--- src/rtl/mem_port_arbiter_if.sv ---
// Bundle of the fetch, load/store and memory-side signals around the shared memory port.
// The arbiter uses the slave modport; the requesters/memory model use master.
interface mem_port_arbiter_if;
    logic        instr_req_i;
    logic [31:0] instr_addr_i;
    logic        instr_gnt_o;
    logic        instr_rvalid_o;
    logic [31:0] instr_rdata_o;
    logic        instr_err_o;
    logic        data_req_i;
    logic        data_we_i;
    logic [3:0]  data_be_i;
    logic [31:0] data_addr_i;
    logic [31:0] data_wdata_i;
    logic        data_gnt_o;
    logic        data_rvalid_o;
    logic [31:0] data_rdata_o;
    logic        data_err_o;
    logic        mem_req_o;
    logic        mem_we_o;
    logic [3:0]  mem_be_o;
    logic [31:0] mem_addr_o;
    logic [31:0] mem_wdata_o;
    logic        mem_gnt_i;
    logic        mem_rvalid_i;
    logic [31:0] mem_rdata_i;
    logic        mem_err_i;
    logic        proto_err_o;

    modport slave (
        input  instr_req_i, instr_addr_i,
        output instr_gnt_o, instr_rvalid_o, instr_rdata_o, instr_err_o,
        input  data_req_i, data_we_i, data_be_i, data_addr_i, data_wdata_i,
        output data_gnt_o, data_rvalid_o, data_rdata_o, data_err_o,
        output mem_req_o, mem_we_o, mem_be_o, mem_addr_o, mem_wdata_o,
        input  mem_gnt_i, mem_rvalid_i, mem_rdata_i, mem_err_i,
        output proto_err_o
    );

    modport master (
        output instr_req_i, instr_addr_i,
        input  instr_gnt_o, instr_rvalid_o, instr_rdata_o, instr_err_o,
        output data_req_i, data_we_i, data_be_i, data_addr_i, data_wdata_i,
        input  data_gnt_o, data_rvalid_o, data_rdata_o, data_err_o,
        input  mem_req_o, mem_we_o, mem_be_o, mem_addr_o, mem_wdata_o,
        output mem_gnt_i, mem_rvalid_i, mem_rdata_i, mem_err_i,
        input  proto_err_o
    );
endinterface

--- src/rtl/mem_port_arbiter.sv ---
// Shares one req/gnt/rvalid memory port between fetch and load/store, with in-order
// response steering through a source-ID FIFO and a starvation guard for fetch.
module mem_port_arbiter #(
    parameter int unsigned MAX_OUTSTANDING = 2,
    parameter int unsigned STARVE_LIMIT    = 4
) (
    input logic             clk,
    input logic             rst,
    mem_port_arbiter_if.slave bus
);
    localparam int unsigned PW = (MAX_OUTSTANDING > 1) ? $clog2(MAX_OUTSTANDING) : 1;
    localparam int unsigned CW = $clog2(MAX_OUTSTANDING + 1);

    typedef enum logic [1:0] {IDLE = 2'd0, HOLD_I = 2'd1, HOLD_D = 2'd2} state_e;

    state_e                     state_q, state_d;
    logic [3:0]                 starve_q, starve_d;
    logic [MAX_OUTSTANDING-1:0] fifo_q, fifo_d;
    logic [PW-1:0]              wr_ptr_q, wr_ptr_d, rd_ptr_q, rd_ptr_d;
    logic [CW-1:0]              count_q, count_d;
    logic                       proto_err_q, proto_err_d;

    logic sel_valid_s, sel_data_s, sel_ok_s, starve_hit_s;
    logic fifo_full_s, fifo_empty_s, mem_req_s, push_s, pop_s, head_s;

    function automatic logic [PW-1:0] ptr_inc(input logic [PW-1:0] p);
        return (p == PW'(MAX_OUTSTANDING - 1)) ? {PW{1'b0}} : p + PW'(1);
    endfunction

    assign starve_hit_s = (starve_q == 4'(STARVE_LIMIT));
    assign fifo_full_s  = (count_q == CW'(MAX_OUTSTANDING));
    assign fifo_empty_s = (count_q == {CW{1'b0}});
    assign head_s       = fifo_q[rd_ptr_q];

    // Source selection: a held requester keeps the port unless it withdraws its request.
    always_comb begin
        sel_valid_s = 1'b0;
        sel_data_s  = 1'b0;
        case (state_q)
            HOLD_I: begin
                if (bus.instr_req_i) begin
                    sel_valid_s = 1'b1;
                    sel_data_s  = 1'b0;
                end else begin
                    sel_valid_s = bus.data_req_i;
                    sel_data_s  = 1'b1;
                end
            end
            HOLD_D: begin
                if (bus.data_req_i) begin
                    sel_valid_s = 1'b1;
                    sel_data_s  = 1'b1;
                end else begin
                    sel_valid_s = bus.instr_req_i;
                    sel_data_s  = 1'b0;
                end
            end
            default: begin
                if (starve_hit_s && bus.instr_req_i) begin
                    sel_valid_s = 1'b1;
                    sel_data_s  = 1'b0;
                end else if (bus.data_req_i) begin
                    sel_valid_s = 1'b1;
                    sel_data_s  = 1'b1;
                end else if (bus.instr_req_i) begin
                    sel_valid_s = 1'b1;
                    sel_data_s  = 1'b0;
                end else begin
                    sel_valid_s = 1'b0;
                    sel_data_s  = 1'b0;
                end
            end
        endcase
    end

    assign sel_ok_s  = sel_valid_s && !rst;
    assign mem_req_s = sel_ok_s && !fifo_full_s;
    assign push_s    = mem_req_s && bus.mem_gnt_i;
    assign pop_s     = bus.mem_rvalid_i && !fifo_empty_s && !rst;

    // Next-state for the FSM, starvation counter, source FIFO and protocol-error flag.
    always_comb begin
        state_d     = state_q;
        starve_d    = starve_q;
        fifo_d      = fifo_q;
        wr_ptr_d    = wr_ptr_q;
        rd_ptr_d    = rd_ptr_q;
        count_d     = count_q;
        proto_err_d = proto_err_q | (bus.mem_rvalid_i && fifo_empty_s);

        if (mem_req_s) begin
            if (bus.mem_gnt_i) begin
                state_d = IDLE;
            end else begin
                state_d = sel_data_s ? HOLD_D : HOLD_I;
            end
        end else if (!fifo_full_s) begin
            state_d = IDLE;
        end else begin
            state_d = state_q;
        end

        if (!bus.instr_req_i || (push_s && !sel_data_s)) begin
            starve_d = 4'd0;
        end else if (push_s && !starve_hit_s) begin
            starve_d = starve_q + 4'd1;
        end else begin
            starve_d = starve_q;
        end

        if (push_s) begin
            fifo_d[wr_ptr_q] = sel_data_s;
            wr_ptr_d         = ptr_inc(wr_ptr_q);
        end else begin
            wr_ptr_d = wr_ptr_q;
        end
        if (pop_s) begin
            rd_ptr_d = ptr_inc(rd_ptr_q);
        end else begin
            rd_ptr_d = rd_ptr_q;
        end

        case ({push_s, pop_s})
            2'b10:   count_d = count_q + CW'(1);
            2'b01:   count_d = count_q - CW'(1);
            default: count_d = count_q;
        endcase
    end

    // State registers.
    always_ff @(posedge clk or posedge rst) begin
        if (rst) begin
            state_q     <= IDLE;
            starve_q    <= 4'd0;
            fifo_q      <= {MAX_OUTSTANDING{1'b0}};
            wr_ptr_q    <= {PW{1'b0}};
            rd_ptr_q    <= {PW{1'b0}};
            count_q     <= {CW{1'b0}};
            proto_err_q <= 1'b0;
        end else begin
            state_q     <= state_d;
            starve_q    <= starve_d;
            fifo_q      <= fifo_d;
            wr_ptr_q    <= wr_ptr_d;
            rd_ptr_q    <= rd_ptr_d;
            count_q     <= count_d;
            proto_err_q <= proto_err_d;
        end
    end

    // Memory-side address phase driven by whichever source is selected; fetch is a full-word read.
    always_comb begin
        bus.mem_we_o    = 1'b0;
        bus.mem_be_o    = 4'h0;
        bus.mem_addr_o  = 32'h0;
        bus.mem_wdata_o = 32'h0;
        if (sel_ok_s && sel_data_s) begin
            bus.mem_we_o    = bus.data_we_i;
            bus.mem_be_o    = bus.data_be_i;
            bus.mem_addr_o  = bus.data_addr_i;
            bus.mem_wdata_o = bus.data_wdata_i;
        end else if (sel_ok_s) begin
            bus.mem_we_o    = 1'b0;
            bus.mem_be_o    = 4'hF;
            bus.mem_addr_o  = bus.instr_addr_i;
            bus.mem_wdata_o = 32'h0;
        end else begin
            bus.mem_we_o    = 1'b0;
        end
    end

    assign bus.mem_req_o      = mem_req_s;
    assign bus.instr_gnt_o    = push_s && !sel_data_s;
    assign bus.data_gnt_o     = push_s && sel_data_s;
    assign bus.instr_rvalid_o = pop_s && !head_s;
    assign bus.data_rvalid_o  = pop_s && head_s;
    assign bus.instr_rdata_o  = rst ? 32'h0 : bus.mem_rdata_i;
    assign bus.data_rdata_o   = rst ? 32'h0 : bus.mem_rdata_i;
    assign bus.instr_err_o    = bus.mem_err_i && !rst;
    assign bus.data_err_o     = bus.mem_err_i && !rst;
    assign bus.proto_err_o    = proto_err_q;
endmodule

--- src/flat_wrapper.sv ---
// flat-port wrapper written by rule: the top's interface ports become plain ports
module mem_port_arbiter_flat 
#(
    parameter int unsigned MAX_OUTSTANDING = 2,
    parameter int unsigned STARVE_LIMIT    = 4
)
  (clk, rst, bus_instr_req_i, bus_instr_addr_i, bus_instr_gnt_o, bus_instr_rvalid_o, bus_instr_rdata_o, bus_instr_err_o, bus_data_req_i, bus_data_we_i, bus_data_be_i, bus_data_addr_i, bus_data_wdata_i, bus_data_gnt_o, bus_data_rvalid_o, bus_data_rdata_o, bus_data_err_o, bus_mem_req_o, bus_mem_we_o, bus_mem_be_o, bus_mem_addr_o, bus_mem_wdata_o, bus_mem_gnt_i, bus_mem_rvalid_i, bus_mem_rdata_i, bus_mem_err_i, bus_proto_err_o);
  mem_port_arbiter_if bus_i ();
  input logic clk;
  input logic rst;
  input wire logic [$bits(bus_i.instr_req_i)-1:0] bus_instr_req_i;
  input wire logic [$bits(bus_i.instr_addr_i)-1:0] bus_instr_addr_i;
  output wire logic [$bits(bus_i.instr_gnt_o)-1:0] bus_instr_gnt_o;
  output wire logic [$bits(bus_i.instr_rvalid_o)-1:0] bus_instr_rvalid_o;
  output wire logic [$bits(bus_i.instr_rdata_o)-1:0] bus_instr_rdata_o;
  output wire logic [$bits(bus_i.instr_err_o)-1:0] bus_instr_err_o;
  input wire logic [$bits(bus_i.data_req_i)-1:0] bus_data_req_i;
  input wire logic [$bits(bus_i.data_we_i)-1:0] bus_data_we_i;
  input wire logic [$bits(bus_i.data_be_i)-1:0] bus_data_be_i;
  input wire logic [$bits(bus_i.data_addr_i)-1:0] bus_data_addr_i;
  input wire logic [$bits(bus_i.data_wdata_i)-1:0] bus_data_wdata_i;
  output wire logic [$bits(bus_i.data_gnt_o)-1:0] bus_data_gnt_o;
  output wire logic [$bits(bus_i.data_rvalid_o)-1:0] bus_data_rvalid_o;
  output wire logic [$bits(bus_i.data_rdata_o)-1:0] bus_data_rdata_o;
  output wire logic [$bits(bus_i.data_err_o)-1:0] bus_data_err_o;
  output wire logic [$bits(bus_i.mem_req_o)-1:0] bus_mem_req_o;
  output wire logic [$bits(bus_i.mem_we_o)-1:0] bus_mem_we_o;
  output wire logic [$bits(bus_i.mem_be_o)-1:0] bus_mem_be_o;
  output wire logic [$bits(bus_i.mem_addr_o)-1:0] bus_mem_addr_o;
  output wire logic [$bits(bus_i.mem_wdata_o)-1:0] bus_mem_wdata_o;
  input wire logic [$bits(bus_i.mem_gnt_i)-1:0] bus_mem_gnt_i;
  input wire logic [$bits(bus_i.mem_rvalid_i)-1:0] bus_mem_rvalid_i;
  input wire logic [$bits(bus_i.mem_rdata_i)-1:0] bus_mem_rdata_i;
  input wire logic [$bits(bus_i.mem_err_i)-1:0] bus_mem_err_i;
  output wire logic [$bits(bus_i.proto_err_o)-1:0] bus_proto_err_o;
  assign bus_i.instr_req_i = bus_instr_req_i;
  assign bus_i.instr_addr_i = bus_instr_addr_i;
  assign bus_instr_gnt_o = bus_i.instr_gnt_o;
  assign bus_instr_rvalid_o = bus_i.instr_rvalid_o;
  assign bus_instr_rdata_o = bus_i.instr_rdata_o;
  assign bus_instr_err_o = bus_i.instr_err_o;
  assign bus_i.data_req_i = bus_data_req_i;
  assign bus_i.data_we_i = bus_data_we_i;
  assign bus_i.data_be_i = bus_data_be_i;
  assign bus_i.data_addr_i = bus_data_addr_i;
  assign bus_i.data_wdata_i = bus_data_wdata_i;
  assign bus_data_gnt_o = bus_i.data_gnt_o;
  assign bus_data_rvalid_o = bus_i.data_rvalid_o;
  assign bus_data_rdata_o = bus_i.data_rdata_o;
  assign bus_data_err_o = bus_i.data_err_o;
  assign bus_mem_req_o = bus_i.mem_req_o;
  assign bus_mem_we_o = bus_i.mem_we_o;
  assign bus_mem_be_o = bus_i.mem_be_o;
  assign bus_mem_addr_o = bus_i.mem_addr_o;
  assign bus_mem_wdata_o = bus_i.mem_wdata_o;
  assign bus_i.mem_gnt_i = bus_mem_gnt_i;
  assign bus_i.mem_rvalid_i = bus_mem_rvalid_i;
  assign bus_i.mem_rdata_i = bus_mem_rdata_i;
  assign bus_i.mem_err_i = bus_mem_err_i;
  assign bus_proto_err_o = bus_i.proto_err_o;
  mem_port_arbiter #(.MAX_OUTSTANDING(MAX_OUTSTANDING), .STARVE_LIMIT(STARVE_LIMIT)) u_core (.clk(clk), .rst(rst), .bus(bus_i));
endmodule
--- config.mk ---
export PLATFORM = sky130hd
export DESIGN_NAME = mem_port_arbiter_flat
export DESIGN_NICKNAME = d
export VERILOG_FILES = /design/src/rtl/mem_port_arbiter_if.sv /design/src/rtl/mem_port_arbiter.sv /design/src/flat_wrapper.sv
export SDC_FILE = /design/constraint.sdc
export NUM_CORES = 1
export LEC_CHECK = 0
export ABC_AREA = 1
export BUFFER_PORTS_ARGS = -buffer_cell sky130_fd_sc_hd__buf_2
export CAP_MARGIN = 40
export CORE_AREA = 2 2 109 111
export CTS_CLUSTER_SIZE = 28
export DETAILED_ROUTE_END_ITERATION = 16
export DIE_AREA = 0 0 111 113
export GPL_TIMING_DRIVEN = 0
export PLACE_DENSITY = 0.5
export REMOVE_ABC_BUFFERS = 1
export SYNTH_ARGS = -nofsm -noshare
export SYNTH_HDL_FRONTEND = slang
export SYNTH_SLANG_ARGS = --single-unit
--- constraint.sdc ---
create_clock -name clk -period 1.9 [get_ports clk]
set_input_delay 0 -clock clk [delete_from_list [all_inputs] [get_ports clk]]
set_output_delay 0 -clock clk [all_outputs]
set_load 0.01 [all_outputs]
=== Word level (Yosys, flattened, before mapping) ===
Cells that the tools add are included.

* Register bits after elaboration: 13
* Bits of input ports: 140
* Output and inout bits: 141

* Add/sub/neg operators: 5
* Magnitude comparators: 3
* Equal/unequal tests: 7
* Mux-type cells: 31
* Bitwise operators: 1
* Reductions and logical operators: 26

{| class="wikitable"
|+ Operators by type and width
! operator !! number
|-
| $mux W32 || 4
|-
| $mux W4 || 4
|-
| $logic_and A1 B1 Y1 || 15
|-
| $mux W1 || 14
|-
| $mux W2 || 4
|-
| $logic_not A1 Y1 || 7
|-
| $eq A2 B2 Y1 const B || 3
|-
| $add A4 B1 Y4 const B || 1
|-
| $eq A2 B1 Y1 const B || 2
|-
| $eq A4 B3 Y1 const B || 1
|-
| $lt A1 B2 Y1 const B || 2
|-
| $pmux W1 S2 || 2
|-
| $pmux W2 S2 || 1
|-
| $reduce_bool A2 Y1 || 2
|-
| $add A1 B1 Y1 const B || 2
|-
| $add A2 B1 Y2 const B || 1
|-
| $bwmux W2 || 1
|-
| $logic_not A2 Y1 || 1
|-
| $ne A2 B2 Y1 const B || 1
|-
| $sub A2 B1 Y2 const B || 1
|-
| $demux W1 S1 || 1
|-
| $ge A1 B1 Y1 const B || 1
|-
| $logic_or A1 B1 Y1 || 1
|-
| $or A1 B1 Y1 || 1
|}

=== Logic depth before layout (Yosys ltp) ===
Gate-level depths: netlist of run 1.

* Word-level depth: 10
* Mapped depth: 10
* Depth with buffers taken out: 9

=== Worst setup path before layout of run 1 ===
OpenSTA, ideal clock, no wires.

* Path kind: flip-flop to flip-flop
* Start point: register u_core.count_q[0]
* End point: register u_core.count_q[1]
* Setup time: 0.124 ns
* Data arrival time: 1.349 ns
* Path slack: 0.426 ns
* Cell stages (with the launch flop): 7
* Cell sequence: dfrtp_1 > nor2_1 > nor3_1 > ha_1 > a21oi_1 > o21ai_0 > xnor2_1

* Cells in the longest elaborated chain, start to end: 6
* Elaborated cells between the ends (all ways): 14
* Those cells by class: add/sub (2); eq/ne (3); mux (1); reduce/logical (8)

{| class="wikitable"
|+ RTL lines
! element !! line !! RTL
|-
| from (decl) || mem_port_arbiter.sv:20 || <nowiki>logic [CW-1:0] count_q, count_d;</nowiki>
|-
| from (signal assigned) || mem_port_arbiter.sv:138 || <nowiki>count_q <= {CW{1'b0}};</nowiki>
|-
| from (signal assigned) || mem_port_arbiter.sv:146 || <nowiki>count_q <= count_d;</nowiki>
|-
| $logic_not A2 Y1 (*) || mem_port_arbiter.sv:32 || <nowiki>assign fifo_empty_s = (count_q == {CW{1'b0}});</nowiki>
|-
| $logic_not A1 Y1 (*) || mem_port_arbiter.sv:79 || <nowiki>assign pop_s = bus.mem_rvalid_i && !fifo_empty_s && !rst;</nowiki>
|-
| $logic_and A1 B1 Y1 (*) (2 in a row) || mem_port_arbiter.sv:79 ||
|-
| via u_core.pop_s || mem_port_arbiter.sv:24 || <nowiki>logic fifo_full_s, fifo_empty_s, mem_req_s, push_s, pop_s, head_s;</nowiki>
|-
| $eq A2 B1 Y1 or $eq A2 B2 Y1 (tied branches) || mem_port_arbiter.sv:123 || <nowiki>case ({push_s, pop_s})</nowiki>
|-
| $pmux W2 S2 or $reduce_bool A2 Y1 (tied branches) || - ||
|}

Mark *: on every way through the listed nets, which the timed path passes. The rest lies on a longest branch.
A chain may end at the register's enable or synchronous reset.

=== Worst setup path in the final report of run 1 ===
* Start point: register u_core.state_q[1]
* End point: output bus_mem_wdata_o[20]

* Cells in the longest elaborated chain, start to end: 5
* Elaborated cells between the ends (all ways): 7
* Those cells by class: eq/ne (2); mux (3); reduce/logical (2)

{| class="wikitable"
|+ RTL lines
! element !! line !! RTL
|-
| from (decl) || mem_port_arbiter.sv:16 || <nowiki>state_e state_q, state_d;</nowiki>
|-
| from (signal assigned) || mem_port_arbiter.sv:141 || <nowiki>state_q <= state_d;</nowiki>
|-
| $eq A2 B2 Y1 or $eq A2 B1 Y1 (tied branches) || mem_port_arbiter.sv:39 || <nowiki>case (state_q)</nowiki>
|-
| $pmux W1 S2 || mem_port_arbiter.sv:39 ||
|-
| $logic_and A1 B1 Y1 || mem_port_arbiter.sv:76 || <nowiki>assign sel_ok_s = sel_valid_s && !rst;</nowiki>
|-
| $logic_and A1 B1 Y1 (*) || mem_port_arbiter.sv:157 || <nowiki>if (sel_ok_s && sel_data_s) begin</nowiki>
|-
| $mux W32 (*) || mem_port_arbiter.sv:157 ||
|-
| to (decl) || flat_wrapper.sv:30 || <nowiki>output wire logic [$bits(bus_i.mem_wdata_o)-1:0] bus_mem_wdata_o;</nowiki>
|}

Every way passes the cells marked *; elsewhere a longest branch is shown, timed or not.

==> results of run 1 <==
power groups by stage:
stage	sequential [mW]	combinational (mW)	clock, mW
finish	0.413	1.41	0.398
global route	0.422	1.56	0.423
CTS	0.413	1.32	0.412
detailed placement	0.415	1.18	0
global placement	0.411	1.14	0
floorplan	0.402	0.640	0
kinds of logic (layout without fill, tap and decap cells):
| family | after synthesis | in the layout |
|---|---|---|
| XOR/XNOR | 5 | 5 |
| AO/OA/AOI/OAI | 14 | 14 |
| AND/OR/NAND/NOR | 206 | 208 |
| adder cells (fa/ha/maj) | 5 | 5 |
| flip-flops | 13 | 13 |
| buffers and inverters | 141 | 389 |
metrics by stage:
step | utilization (%) | TNS, ns | cell area [um^2] | hold WS, ns
final | 33.6 | 0 | 3790 | 0.0848
after floorplan | - | -6.24 | 1750 | -0.115
after global placement | 29.5 | -56.38 | 3330 | 0.230
after detailed placement | 29.9 | -34.29 | 3370 | 0.231
after global routing | 33.6 | -0.0111 | 3790 | 0.128
after CTS | 31.9 | 0 | 3590 | 0.0824
flip-flops by register name, indices dropped and copies added, names as in the netlist:
| register | cells |
|---|---|
| u_core.count_q | 2 |
| u_core.fifo_q | 2 |
| u_core.starve_q | 4 |
| u_core.state_q | 2 |
| u_core.rd_ptr_q | 1 |
| u_core.bus.proto_err_o | 1 |
| u_core.wr_ptr_q | 1 |
synth_stat cells, drive strengths merged:
| library cell | instances | area [um^2] |
|---|---|---|
| clkbuf | 1 | 3.75 |
| nor3 | 1 | 5.00 |
| nor2 | 78 | 308 |
| xnor2 | 2 | 17.5 |
| nand3 | 70 | 363 |
| a21oi | 2 | 10.0 |
| o21a | 4 | 30.0 |
| ha | 5 | 62.6 |
| o21ai | 4 | 20.0 |
| a21o | 2 | 15.0 |
| buf | 53 | 357 |
| inv | 87 | 327 |
| dfrtp | 13 | 325 |
| nand4 | 3 | 18.8 |
| o22ai | 2 | 12.5 |
| nand2 | 54 | 205 |
| xor2 | 3 | 26.3 |
worst register-to-register path: stages, from the launching register on:
cell	delay, ns
dfrtp_1	0.40
nor2_1	0.07
nor3_1	0.33
ha_1	0.33
a21oi_1	0.11
o21ai_0	0.11
xnor2_1	0.13
layer usage:
metal  track usage [%]  wire (um)
met4              4.00        189
met2              25.5       4900
met1              13.1       3280
met5                 0          0
met3              1.82        724
cell type report:
class                      instances  area (um^2)
fill                            1260         7480
timing repair buffer             298         1630
multi-input combinational        232         1230
inverter                          87          343
sequential                        13          325
tap                              143          179
clock buffer                       3         75.1
clock inverter                     1         5.00
worst paths after layout:
kind | from | end | cells after the start
hold / removal | bus_instr_req_i | u_core.starve_q[3] | 3
setup / recovery | u_core.state_q[1] | bus_mem_wdata_o[20] | 9
max in group asynchronous | rst | u_core.starve_q[1] | 2
min in group asynchronous | rst | u_core.state_q[0] | 2
setup reg to reg | u_core.count_q[0] | u_core.count_q[1] | 6
hold reg to reg | u_core.bus.proto_err_o | u_core.bus.proto_err_o | 1
what timing repair did:
| item | 4_1_cts | 5_1_grt |
|---|---|---|
| cloned | 2 | 3 |
| pin swaps | 2 | 5 |
| buffers inserted | 4 | 8 |
| hold endpoints to repair | 1 | 0 |
| hold buffers | 1 | 0 |
| resized for setup | 14 | 24 |
| setup endpoints to repair | 72 | 65 |
==> impl_metrics.yaml, run 1 <==
global_routing:
  antenna_found_initial: 0
  grt_pass1_wl_mm: 13.1
  grtUsageTotal_pct: 12.5
  grt_overflow_total: 0
  grt_pass1_vias: 2854
  grt_max_degree: 49
cts:
  root_buffer: "clkbuf_16"
  cts_buffer_depth: 2
  cts.clk_slew.worst_paths_ns: 0.05
  cts_tree: "built"
  clock-sinks: 13
  htreeDepth: 1
  clk_latency_ns: 0.24
  cts_inserted_buffers: 3
sta:
  final-max-slew-violation-count: 0
  final-hold-violation-count: 0
  max_freq_mhz: 544
  fin_skew_ns: 0.00276
  fin_ws_ns: 0.0609
  fin_crit_sh_pct: 96.8
  max-slew-margin-rel_pct: 55.7
  post-route-min-period_ns: 1.84
  final-setup-viol-count: 0
  worst_pin_slew_ns: 0.665
floorplan:
  die_x_um: 111
  rows: 39
  num_io_pins: 281
  initial_core_util_pct: 18.7
  core_um2: 11300
  die_y_um: 113
  dieArea_um2: 12500
drt:
  post-route-drc-count: 0
  drt-total-wl_mm: 9.09
  via_per_inst: 4.07
  vias: 3163
  ant_nets: 0
  drt_iter0_markers: 111
  drt-pass1-iter-count: 4
  wl_per_cell_um: 11.7
cells_and_area:
  area_delta_synth_final_pct: 80.1
  drive_gt1_share_pct: 51.9
  final_cells: 777
  final_cell_mix: "buf_2 (279), inv_1 (83), nand3_1 (68)"
  final_nets: 780
  mostFrequentLayoutCell: "buf_2"
  antennaDiodeCount: 0
synth:
  ys_ff_latch: 13
  synthAdderAreaFrac_pct: 2.97
  synth-compound-area-share_pct: 4.16
  synth_warnings: 0
  synth_top_family_by_area: "simple AND/OR/NAND/NOR gates"
  synth-xor-area-share_pct: 2.08
  synth_simple_gate_area_share_pct: 42.7
  yosysSeqAreaShare_pct: 15.4
  syn_avg_cell_area_um2: 5.48
  syn-cell-area_um2: 2110
  synth_cells: 384
  ys_types: 24
  synthMuxAreaShare_pct: 0
power_and_ir_drop:
  powerDensity_nw_per_um2: 585
  totalPowerFinal_mw: 2.22
  vdd_ir_drop_max_mv: 0.316
  p_int_mw: 1.24
  leakagePower_nw: 2.60
  pwr-share-clk_pct: 17.9
  p_sw_mw: 0.979
  p_sw_share_pct: 44.2
  p_seq_share_pct: 18.6
  combPwrFrac_pct: 63.4
setup_path:
  cp_slowest_cell: "dfrtp_1"
  arrival_ns: 1.84
  critPathKind: "reg -> out"
  path_cells: "inv_2 -> ha_4 -> nand2_2 -> a21o_4 -> nand2_8 -> nand2_8 -> clkbuf_16 -> nor2_1 -> buf_2"
  slowest_delay_ns: 0.42
  worst-r2r-setup-slack_ns: 0.29
  crit_buf_inv: 3
  worstSetupEndpointType: "output port"
  cp-start-kind: "register"
  cp_data_required_time_ns: 1.90
  path_delay_family: "buffers and inverters"
  crit_fanout: 7
  crit_path_frequent_cell: "nand2_8"
hold_path:
  hold_path.class: "in -> reg"
placed_design:
  hpwlAfterDp_mm: 6.79
  place_ws_ns: -0.617
  placed_cells: 755
  io_buffers: 280
  gp_congestion: 0.798
run:
  drv_cap: 0
run_status:
  run_status: "finished clean"
No activity file was read; power rests on OpenSTA's default activity.
==> run 2: changes to the inputs <==
--- a/config.mk
+++ b/config.mk
@@ -5,13 +5,12 @@
 export SDC_FILE = /design/constraint.sdc
 export NUM_CORES = 1
 export LEC_CHECK = 0
-export ABC_AREA = 1
 export BUFFER_PORTS_ARGS = -buffer_cell sky130_fd_sc_hd__buf_2
 export CAP_MARGIN = 40
-export CORE_AREA = 2 2 109 111
+export CORE_AREA = 2 2 108 110
 export CTS_CLUSTER_SIZE = 28
 export DETAILED_ROUTE_END_ITERATION = 16
-export DIE_AREA = 0 0 111 113
+export DIE_AREA = 0 0 110 112
 export GPL_TIMING_DRIVEN = 0
 export PLACE_DENSITY = 0.5
 export REMOVE_ABC_BUFFERS = 1
==> run 2 against run 1 <==
Effect of this change:
- the run now ends with negative setup slack left
- hold slack better by 0.053 ns
- via count is 6.6% higher
- sequential power is 6.5% higher
- area after synthesis is 2.4% lower
- core utilization is 6.7 points higher
- die area is 1.8% lower
- non-clock buffer count is 19 higher
- maximum frequency is 14% lower
- critical path depth stayed put
- worst setup slack worse by 0.31 ns
- global-route usage is 7.6 points higher
- critical endpoint is now bus_mem_addr_o[16]
==> impl_metrics.yaml, run 2 <==
drt:
  post-route-drc-count: 0
  drt_iter0_markers: 140
  vias: 3373
  via_per_inst: 4.71
  drt-total-wl_mm: 13.7
  drt-pass1-iter-count: 4
  ant_nets: 0
  wl_per_cell_um: 19.1
synth:
  synth_common_cells: "a21oi_1 (34), nand3_1 (34), nor2b_1 (34)"
  ys_async_sr_fraction_pct: 100
  synth_edf_count: 0
  synth_cells: 301
  ys_ff_latch: 13
  syn_avg_cell_area_um2: 6.83
  ys_types: 36
  syn-cell-area_um2: 2050
  yosys.area.top_type: "dfrtp_1"
  synth_area_leaders: "dfrtp_1 (16%), buf_4 (12%), nor2b_1 (10%), and3_1 (10%), a21oi_1 (8.3%)"
  synth_warnings: 0
  synthFlopType: "dfrtp_1"
  synth_top_area_share_pct: 15.8
  yosysSeqAreaShare_pct: 15.8
global_routing:
  antenna_found_initial: 1
  grt_max_degree: 37
  grt_pass1_vias: 3151
  grt_overflow_total: 0
  grtUsageTotal_pct: 20.2
  grt_pass1_wl_mm: 18.5
sta:
  fin_crit_sh_pct: 113
  post-route-min-period_ns: 2.14
  final-max-slew-violation-count: 0
  fin_ws_ns: -0.244
  rsz0062_at_grt: "true"
  worst_pin_slew_ns: 0.689
  max-slew-margin-rel_pct: 54.0
  fin_skew_ns: 0.00177
  final-setup-viol-count: 74
  fin_setup_tns_ns: -12.39
  final-hold-violation-count: 0
  max_freq_mhz: 466
setup_path:
  path_delay_family: "compound AO/OA/AOI/OAI gates"
  critPathKind: "reg -> out"
  worstSetupEndpointType: "output port"
  cp-start-kind: "register"
  arrival_ns: 2.14
  crit_fanout: 7
  cp_data_required_time_ns: 1.90
  crit_buf_inv: 4
  path_cells: "inv_1 -> ha_2 -> and3b_2 -> a311o_2 -> buf_12 -> buf_8 -> nand3_1 -> a21oi_1 -> buf_2"
  slowest_delay_ns: 0.47
  cp_slowest_cell: "a311o_2"
cts:
  cts_buffer_depth: 2
  cts.clk_slew.worst_paths_ns: 0.04
  clock-sinks: 13
  htreeDepth: 1
  clk_latency_ns: 0.24
  cts_inserted_buffers: 3
  cts_tree: "built"
  root_buffer: "clkbuf_16"
cells_and_area:
  drive_gt1_share_pct: 70.5
  final_cells: 716
  area_delta_synth_final_pct: 119
  largest_reg_flops: 4
  top_register: "u_core.starve_q"
  fill_cells: 1144
  mostFrequentLayoutCell: "buf_2"
  final_cell_mix: "buf_2 (247), buf_6 (40), nor2b_1 (34)"
  final_nets: 718
floorplan:
  die_x_um: 110
  dieArea_um2: 12300
  rows: 39
  num_io_pins: 281
  core_um2: 11200
  initial_core_util_pct: 18.4
  die_y_um: 112
placed_design:
  io_buffers: 280
  place_ws_ns: -0.559
  placed_cells: 670
  hpwlAfterDp_mm: 9.69
  gp_congestion: 0.899
run_status:
  violations: "negative setup slack"
  run_status: "complete, but fails checks"
hold_path:
  hold_path.class: "in -> async"
power_and_ir_drop:
  powerDensity_nw_per_um2: 636
  totalPowerFinal_mw: 2.87
  vdd_ir_drop_max_mv: 0.357
  leakagePower_nw: 2.34
run:
  drv_cap: 0
[run 2: path summary, 6_finish.rpt]
| check | startpoint | endpoint | slack, ns | depth (start not counted) |
|---|---|---|---|---|
| setup / recovery | u_core.starve_q[1] | bus_mem_addr_o[16] | -0.24 | 9 |
| hold / removal | rst | u_core.rd_ptr_q | 0.14 | 3 |
| setup reg to reg | u_core.starve_q[0] | u_core.state_q[1] | -0.05 | 9 |
| hold reg to reg | u_core.bus.proto_err_o | u_core.bus.proto_err_o | 0.47 | 1 |
| max in group asynchronous | rst | u_core.starve_q[3] | 1.57 | 3 |
| min in group clk | bus_mem_gnt_i | u_core.state_q[1] | 0.16 | 3 |
[run 2: through the flow]
| stage | cell area (um^2) | hold slack (ns) | utilization (%) |
|---|---|---|---|
| 2_1_floorplan | 1680 | -0.108 | - |
| 3_3_place_gp | 3260 | 0.218 | 29.2 |
| 3_5_place_dp | 3340 | 0.223 | 29.9 |
| 4_1_cts | 4160 | 0.138 | 37.2 |
| 5_1_grt | 4510 | 0.190 | 40.3 |
| 6_report | 4510 | 0.138 | 40.3 |
[run 2: worst min-delay path, cell delays in order]
cell,delay (ns)
buf_2,0.31
clkinvlp_4,0.24
buf_4,0.13
[run 2: logic make-up after synthesis]
group                      count (synthesis)  synth area share, %
muxes                                      2                0.974
DFF                                       13                 15.8
buffers and inverters                     68                 19.8
and+or+nand+nor                          122                 34.2
xor gates and xnor gates                   6                 2.56
AOI/OAI and AO/OA                         85                 23.6
adders and majority gates                  5                 3.05
[run 2: repair_timing]
| item | in CTS | in global routing |
|---|---|---|
| gates cloned | 11 | 2 |
| resized for setup | 113 | 61 |
| pin swaps | 35 | 33 |
| hold endpoints to repair | 1 | 0 |
| endpoints found under the setup margin | 81 | 79 |
| buffers inserted | 22 | 6 |
| hold buffers | 1 | 0 |
[run 2: layout make-up]
type	count	area, um^2	share of cell area (%)
Clock buffer	4	78.8	1.75
Sequential cell	13	325	7.22
Timing Repair Buffer	317	2030	45.0
Multi-Input combinational cell	229	1860	41.2
Antenna cell	1	2.50	0.0555
Tap cell	143	179	3.97
Inverter	9	37.5	0.833
[run 2: routing by layer]
layer / wire length [um] / part of all wire, % / global-route usage [%] / vias up
met2: 6940 / 51 / 37.4 / 187
li1: - / - / - / 1578
met1: 5300 / 39 / 23.2 / 1591
met3: 1070 / 7.8 / 3.75 / 17
met4: 376 / 2.7 / 5.06 / 0
met5: 0 / 0 / 0 / -
[run 2: report_power, final]
group | total [mW] | internal, mW | switching (mW)
Clock | 0.399 | 0.283 | 0.116
Sequential | 0.440 | 0.355 | 0.0842
Combinational | 2.03 | 0.991 | 1.04
Total | 2.87 | 1.63 | 1.24
==> run 3: changes to the inputs <==
--- a/config.mk
+++ b/config.mk
@@ -5,15 +5,16 @@
 export SDC_FILE = /design/constraint.sdc
 export NUM_CORES = 1
 export LEC_CHECK = 0
-export BUFFER_PORTS_ARGS = -buffer_cell sky130_fd_sc_hd__buf_2
 export CAP_MARGIN = 40
-export CORE_AREA = 2 2 108 110
+export CORE_AREA = 2 2 109 111
 export CTS_CLUSTER_SIZE = 28
 export DETAILED_ROUTE_END_ITERATION = 16
-export DIE_AREA = 0 0 110 112
+export DIE_AREA = 0 0 111 113
+export DONT_BUFFER_PORTS = 1
 export GPL_TIMING_DRIVEN = 0
-export PLACE_DENSITY = 0.5
+export PLACE_DENSITY = 0.3
 export REMOVE_ABC_BUFFERS = 1
+export SLEW_MARGIN = 10
 export SYNTH_ARGS = -nofsm -noshare
 export SYNTH_HDL_FRONTEND = slang
 export SYNTH_SLANG_ARGS = --single-unit
==> run 3 against run 2 <==
Effect of this change:
- the run still ends with negative setup slack left
- flip-flop and latch count unchanged
- clock-buffer cell count stayed put
- core utilization is 14 points lower
- register-to-register slack better by 0.03 ns
- non-clock buffer count decreased by 287
- via count down 33%
- die area increased by 1.8%
- sequential share of layout area is 3.7 points higher
- clock power hardly changed
- critical path depth down 3
- highest routed layer is now met5
==> impl_metrics.yaml, run 3 (same netlist as run 2, synthesis figures left out) <==
cells_and_area:
  largest_reg_flops: 4
  final_nets: 428
  utilization_pct: 26.3
  top_register: "u_core.starve_q"
  area_delta_synth_final_pct: 44.5
  final_cells: 425
  final_cell_mix: "nor2b_1 (34), and3_4 (33), a21oi_2 (25)"
  drive_gt1_share_pct: 49.3
  fill_cells: 1206
  antennaDiodeCount: 0
  seq_area_um2: 325
  mostFrequentLayoutCell: "nor2b_1"
  multiInputGateArea_um2: 1970
global_routing:
  grt_max_degree: 40
  grtUsageTotal_pct: 15.0
  antenna_found_initial: 2
  grt_pass1_wl_mm: 14.2
  grt_overflow_total: 0
  grt_pass1_vias: 2305
power_and_ir_drop:
  p_sw_mw: 1.12
  p_int_mw: 1.31
  leakagePower_nw: 1.04
  powerDensity_nw_per_um2: 820
  combPwrFrac_pct: 65.9
  p_seq_share_pct: 17.8
  p_sw_share_pct: 46.1
  vdd_ir_drop_max_mv: 0.370
  pwr-share-clk_pct: 16.3
  totalPowerFinal_mw: 2.43
sta:
  final-setup-viol-count: 53
  post-route-min-period_ns: 1.96
  final-hold-violation-count: 0
  fin_setup_tns_ns: -1.58
  rsz0062_at_grt: "true"
  fin_ws_ns: -0.0595
  hold_ws_ns: 0.0140
  max-slew-margin-rel_pct: 58.4
  max_freq_mhz: 510
  final-max-slew-violation-count: 0
  worst_pin_slew_ns: 0.623
  fin_skew_ns: 0.00402
  fin_crit_sh_pct: 103
setup_path:
  critPathKind: "reg -> out"
  cp-start-kind: "register"
  arrival_ns: 1.96
  worstSetupEndpointType: "output port"
  worst-r2r-setup-slack_ns: -0.02
  crit_fanout: 5
  cp_data_required_time_ns: 1.90
cts:
  clk_latency_ns: 0.24
  cts_tree: "built"
  htreeDepth: 1
  cts_inserted_buffers: 3
  cts_buffer_depth: 2
  root_buffer: "clkbuf_16"
  clock-sinks: 13
  cts.clk_slew.worst_paths_ns: 0.04
drt:
  wl_met2_mm: 4.70
  wl_per_cell_um: 24.0
  vias: 2259
  via_per_inst: 5.32
  drt_iter0_markers: 64
  wl_met3_mm: 1.05
  post-route-drc-count: 0
  ant_nets: 0
  maxUsedRoutingLayer: "met5"
  drt-total-wl_mm: 10.2
  drt-pass1-iter-count: 4
  met1_length_mm: 4.05
floorplan:
  dieArea_um2: 12500
  die_y_um: 113
  num_io_pins: 281
  die_x_um: 111
  initial_core_util_pct: 18.2
  rows: 39
  core_um2: 11300
run_status:
  violations: "negative setup slack"
  run_status: "complete, but fails checks"
placed_design:
  placed_cells: 389
  io_buffers: 0
  gp_congestion: 0.891
  hpwlAfterDp_mm: 6.56
run:
  drv_cap: 0
hold_path:
  hold_path.class: "in -> reg"
run 3: cell types whose count changed in the layout (fill, tap and decap cells not counted), moves of 4 or more:
cell	delta
a21oi_1	-26
a21oi_2	+19
a21oi_4	+7
buf_12	+4
buf_2	-247
buf_4	-6
buf_6	-37
nand3_2	+4
run 3: area by class of cell:
class	instances	share of cell area, %
well taps	143	6.03
flip-flops and latches	13	11.0
inverters	9	1.14
clock buffers	4	2.65
repair buffers	30	12.8
multi-input cells	226	66.5
run 3: through the flow:
stage,cell area (um^2),setup slack [ns]
detailed placement,1950,-0.481
floorplan,1680,-0.237
CTS,2820,-0.127
global placement,1860,-1.03
finish,2970,-0.0595
global route,2970,-0.126
run 3: worst max-delay path: stages, from the launching register on:
cell	delay, ns
dfrtp_1	0.41
ha_4	0.35
nor2_4	0.06
a311o_2	0.37
clkbuf_16	0.21
nand2_8	0.09
and3_4	0.23
run 3: layer usage:
layer | track usage, % | vias to the layer above
met5 | 0 | -
met4 | 6.75 | 4
met3 | 4.98 | 24
met2 | 25.1 | 193
met1 | 17.6 | 1048
li1 | - | 990
run 3: power groups by stage:
stage	logic [mW]	registers, mW	clock network (mW)
after floorplan	0.696	0.418	0
after global placement	0.880	0.438	0
after detailed placement	0.897	0.438	0
after CTS	1.53	0.435	0.404
after global routing	1.71	0.441	0.430
final	1.60	0.433	0.397
run 3: path summary, 6_finish.rpt:
check	from	endpoint	depth (start not counted)
worst max-delay path	u_core.state_q[1]	bus_mem_wdata_o[23]	6
worst min-delay path	bus_mem_gnt_i	u_core.state_q[1]	2
worst max register to register	u_core.state_q[1]	u_core.state_q[0]	8
worst min register to register	u_core.rd_ptr_q	u_core.rd_ptr_q	1
max in group asynchronous	rst	u_core.state_q[0]	2
min in group asynchronous	rst	u_core.fifo_q[1]	2
run 3: repair_timing:
action,CTS,global route
endpoints found under the hold margin,14,0
buffers inserted,17,5
pin swaps,48,36
setup endpoints to repair,79,77
hold buffers,2,0
gates resized for setup,135,31
cloned,9,1
